<file path="config.mk">
export PLATFORM = sky130hd
export DESIGN_NAME = fifo_wr_arb
export DESIGN_NICKNAME = d
export VERILOG_FILES = /design/src/rtl/fifo_wr_arb.sv
export SDC_FILE = /design/constraint.sdc
export NUM_CORES = 1
export LEC_CHECK = 0
export ABC_AREA = 1
export CAP_MARGIN = 20
export CORE_UTILIZATION = 30
export CTS_CLUSTER_DIAMETER = 50
export CTS_CLUSTER_SIZE = 12
export DETAILED_ROUTE_END_ITERATION = 8
export PLACE_DENSITY = 0.75
export SLEW_MARGIN = 20
export SYNTH_ARGS = -nofsm -noshare
export SYNTH_HDL_FRONTEND = slang
export SYNTH_SLANG_ARGS = --single-unit
</file>
<file path="constraint.sdc">
create_clock -name clk -period 1.22 [get_ports clk]
set_input_delay 0.366 -clock clk [delete_from_list [all_inputs] [get_ports clk]]
set_output_delay 0.366 -clock clk [all_outputs]
set_load 0.01 [all_outputs]
</file>
<file path="src/rtl/fifo_wr_arb.sv">
// ============================================================================
// Module  : fifo_wr_arb
// Purpose : Three-requester round-robin burst arbiter writing into a FIFO.
//           Optional stall counter enabled by macro FIFO_WR_ARB_STALL_CNT_EN.
// Revision: 1.0 - initial release
// ============================================================================
`default_nettype none

module fifo_wr_arb #(
   parameter int BURST = 4,
   parameter int DW    = 8
) (
   input  logic          clk,
   input  logic          rst,
   input  logic [2:0]    req_valid,
   input  logic [DW-1:0] req_data0,
   input  logic [DW-1:0] req_data1,
   input  logic [DW-1:0] req_data2,
   output logic [2:0]    req_ready,
   input  logic          fifo_full,
   output logic          fifo_wr_enb,
   output logic [DW-1:0] fifo_data_in,
   output logic [2:0]    grant,
   output logic          busy
`ifdef FIFO_WR_ARB_STALL_CNT_EN
   ,
   output logic [15:0]   stall_cnt
`endif
);

   localparam int CW = (BURST > 1) ? $clog2(BURST) : 1;
   localparam logic [CW-1:0] C_LAST_BEAT = CW'(BURST - 1);

   typedef enum logic [0:0] {
      IDLE  = 1'b0,
      GRANT = 1'b1
   } state_t;

   state_t        r_state, w_state_nxt;
   logic [2:0]    r_grant, w_grant_nxt;
   logic [1:0]    r_last,  w_last_nxt;
   logic [CW-1:0] r_beat,  w_beat_nxt;
   logic [2:0]    w_pick;
   logic [1:0]    w_gidx;
   logic          w_gvalid;

   assign grant       = r_grant;
   assign busy        = (r_state == GRANT);
   assign req_ready   = (r_state == GRANT && !fifo_full) ? r_grant : 3'b000;
   assign fifo_wr_enb = |(req_valid & req_ready);
   assign w_gvalid    = |(req_valid & r_grant);
   assign w_gidx      = r_grant[1] ? 2'd1 : (r_grant[2] ? 2'd2 : 2'd0);

   always_comb begin
      fifo_data_in = '0;
      case (r_grant)
         3'b001:  fifo_data_in = req_data0;
         3'b010:  fifo_data_in = req_data1;
         3'b100:  fifo_data_in = req_data2;
         default: fifo_data_in = '0;
      endcase
   end

   // Search begins at the requester following the last one granted.
   always_comb begin
      w_pick = 3'b000;
      case (r_last)
         2'd0:    w_pick = req_valid[1] ? 3'b010 : req_valid[2] ? 3'b100 :
                           req_valid[0] ? 3'b001 : 3'b000;
         2'd1:    w_pick = req_valid[2] ? 3'b100 : req_valid[0] ? 3'b001 :
                           req_valid[1] ? 3'b010 : 3'b000;
         default: w_pick = req_valid[0] ? 3'b001 : req_valid[1] ? 3'b010 :
                           req_valid[2] ? 3'b100 : 3'b000;
      endcase
   end

   always_comb begin
      w_state_nxt = r_state;
      w_grant_nxt = r_grant;
      w_last_nxt  = r_last;
      w_beat_nxt  = r_beat;
      case (r_state)
         IDLE: begin
            if (|req_valid) begin
               w_state_nxt = GRANT;
               w_grant_nxt = w_pick;
               w_beat_nxt  = '0;
            end
         end
         GRANT: begin
            if (!w_gvalid || (fifo_wr_enb && r_beat == C_LAST_BEAT)) begin
               w_state_nxt = IDLE;
               w_grant_nxt = 3'b000;
               w_last_nxt  = w_gidx;
               w_beat_nxt  = '0;
            end else if (fifo_wr_enb) begin
               w_beat_nxt  = r_beat + CW'(1);
            end
         end
         default: begin
            w_state_nxt = IDLE;
            w_grant_nxt = 3'b000;
         end
      endcase
   end

   always_ff @(posedge clk or negedge rst) begin
      if (!rst) begin
         r_state <= IDLE;
         r_grant <= 3'b000;
         r_last  <= 2'd2;
         r_beat  <= '0;
      end else begin
         r_state <= w_state_nxt;
         r_grant <= w_grant_nxt;
         r_last  <= w_last_nxt;
         r_beat  <= w_beat_nxt;
      end
   end

`ifdef FIFO_WR_ARB_STALL_CNT_EN
   logic [15:0] r_stall;

   assign stall_cnt = r_stall;

   always_ff @(posedge clk or negedge rst) begin
      if (!rst) begin
         r_stall <= 16'h0000;
      end else if (r_state == GRANT && w_gvalid && fifo_full && r_stall != 16'hFFFF) begin
         r_stall <= r_stall + 16'd1;
      end
   end
`endif

endmodule

`default_nettype wire

</file>
==> out/metrics.yaml <==
status:
  status: "complete, but fails checks"
  violations: "setup timing"
synth:
  synth.top_cell.area_share_pct: 28.00
  synth.largest_area_cell: "dfrtp_1"
  synth_cell_types: 16
  synth.area.top_cells: "dfrtp_1 28%, nand2_1 26%, nand3_1 14%"
  netlist_area_sq_um: 625.6
  yosysWarnings: 0
  synth_area_per_cell_sq_um: 6.194
  synthesis.nets: 132
  synthCells: 101
  yosysSeqAreaShare_pct: 32.20
  yosys_register_bits: 8
clock_tree:
  root_buffer: "clkbuf_4"
  clock_latency_ns: 0.27
  cts_htree_levels: 1
  cts_max_path_buffers: 2
  cts_hold_buf: 0
  numCtsBuffers: 3
  cts_tree: "yes"
  clk_pin_slew_ns: 0.06
  clock-sinks: 8
floorplanning:
  dieHeight_microns: 47.67
  die_w_microns: 47.67
  coreArea_sq_um: 1962
  die_area_sq_um: 2272
  num_rows: 16
  start_util_pct: 31.89
  ioPinCount: 46
routing:
  via_per_inst: 5.214
  wl_per_cell_microns: 17.85
  firstDrtPassIters: 4
  drc: 0
  drtIter0Drc: 36
  drt-total-wl_mm: 3.748
  drtAntennaViolNets: 0
  vias: 1095
setup_path:
  regToRegSetupSlack_ns: -0.19
  crit_fanout: 3
  critical_path_class: "register to output pin"
  cpMostUsedCell: "buf_6"
  crit_family: "flip-flops"
  critPathLaunchType: "register"
  max_stage_delay_ns: 0.45
  crit_buf_inv: 3
  critPathSlowestCell: "dfrtp_2"
  timing.rr.start: "grant[2]"
  cp-startpoint: "grant[1]"
  cp-end-kind: "output pin"
  required_ns: 0.85
  worstPathCellList: "buf_12, nor3_4, buf_6, nand2_2, nand3_2, buf_6"
  critPathArrivalTime_ns: 1.57
timing:
  tightest_slew_ns: 0.3970
  drv_slew: 0
  rsz0062_at_grt: "yes"
  fmax_ghz: 0.5171
  skew_ns: 0.004061
  period_share_pct: 158.5
  relSlewSlack_pct: 73.45
  setup_viol: 24
  setup_ws_ns: -0.7139
  finalCriticalPeriod_ns: 1.934
  report.final.hold_viol_count: 0
final_layout:
  fin_cells: 210
  area_growth_syn_to_layout_pct: 161.2
  most-common-layout-cells: "25 x clkdlybuf4s50_1, 24 x nand2_1, 23 x buf_6"
  antenna_cells: 0
  layout_commonest_cell: "clkdlybuf4s50_1"
  final_cell_area_sq_um: 1634
  layout-drive-gt1-share_pct: 55.74
  nNetsFinal: 215
place:
  gp_routability_congestion: 0.7641
  place_inst: 183
  dpl.hpwl_mm: 1.766
  port_buffers: 45
  place_area_sq_um: 1235
power_and_ir_drop:
  swShare_pct: 45.18
  p_leak_nw: 0.8522
  p_comb_share_pct: 78.8
  p_clk_share_pct: 6.6
  switching_power_mw: 1.655
  seq_power_share_pct: 14.6
  p_int_mw: 2.008
  cellPowerDensity_nw_per_um2: 2242
  vdd_ir_drop_max_mv: 1.376
global_routing:
  track_usage_pct: 25.80
  antenna_found_initial: 0
  grt_max_degree: 9
  grt-ovfl-total: 0
  grt_pass1_vias: 956
  grt_pass1_wl_mm: 3.829
hold_path:
  hp-class: "input port to async pin"
run:
  drv_cap: 0
[timing repair]
item / in CTS / in global routing
cloned: 0 / 0
pin swaps: 12 / 9
endpoints found under the setup margin: 23 / 23
gates resized for setup: 100 / 36
setup buffers: 20 / 3
[cell type report]
type | count | area, sq um
inverters | 9 | 36.28
multi-input cells | 83 | 579.3
clock buffers | 4 | 26.28
well taps | 27 | 33.78
fillers | 102 | 327.8
repair buffers | 79 | 753.2
flip-flops and latches | 8 | 205.2
[worst register-to-register path: stages (launching register included)]
cell	delay, ns
dfrtp_2	0.47
buf_6	0.14
buf_6	0.10
buf_6	0.12
nand2_4	0.06
nand3_4	0.09
nand2_4	0.08
nand2_4	0.08
nand2_1	0.08
o21ai_1	0.06
[state kept, by name (all words and copies together) (netlist names)]
name    cells
grant       3
r_beat      2
busy        1
r_last      2
[final timing paths]
kind / endpoint / cells past startpoint
setup reg to reg: r_last[0] / 9
setup / recovery: fifo_data_in[6] / 6
hold reg to reg: r_last[1] / 2
min in group clk: r_last[1] / 2
hold / removal: grant[0] / 1
max in group asynchronous: r_last[1] / 1
[per-stage QoR]
step                      hold WS (ns)  setup TNS, ns  util (%)  worst slack (ns)  power [mW]
after floorplan                0.07041        -0.8040         -           -0.1081       1.353
after global placement          0.5158         -11.18     62.95           -0.8044       2.199
after detailed placement        0.5262         -11.65     62.95           -0.8219       2.230
after CTS                       0.3849         -6.802     76.15           -0.6000       3.096
after global routing            0.4024         -9.866     83.29           -0.7723       3.873
final                           0.3851         -8.856     83.29           -0.7139       3.663
[cell families after synthesis]
| kind of cell | after synthesis | share of synthesized area, % |
|---|---|---|
| adder cells (fa/ha/maj) | 1 | 2.000 |
| flip-flops | 8 | 32.20 |
| AO/OA/AOI/OAI | 5 | 4.201 |
| buffers and inverters | 10 | 6.602 |
| AND/OR/NAND/NOR | 77 | 55.00 |
[power by group through the flow]
stage               registers (mW)  clock network [mW]  logic [mW]
finish                       0.536               0.241        2.89
global route                 0.548               0.263        3.06
CTS                          0.510               0.243        2.34
detailed placement           0.514                   0        1.72
global placement             0.505                   0        1.69
floorplan                    0.552                   0       0.801
[routing by layer]
layer  GRT usage (%)  routed length (microns)
met1           21.48                     1259
met4           25.56                      229
met2           48.49                     1879
met5               0                        0
met3           5.660                      380
[synth_stat cells]
cell type,instances
inv_1,7
nor2_1,7
inv_2,2
nand4_1,4
dfrtp_1,7
o22ai_1,1
buf_4,1
nand3_2,1
nor2_2,1
o21ai_0,4
ha_1,1
nand3_1,17
nor3_2,2
nand2_1,44
nand2_2,1
dfstp_2,1
No activity file was read; power rests on OpenSTA's default activity.
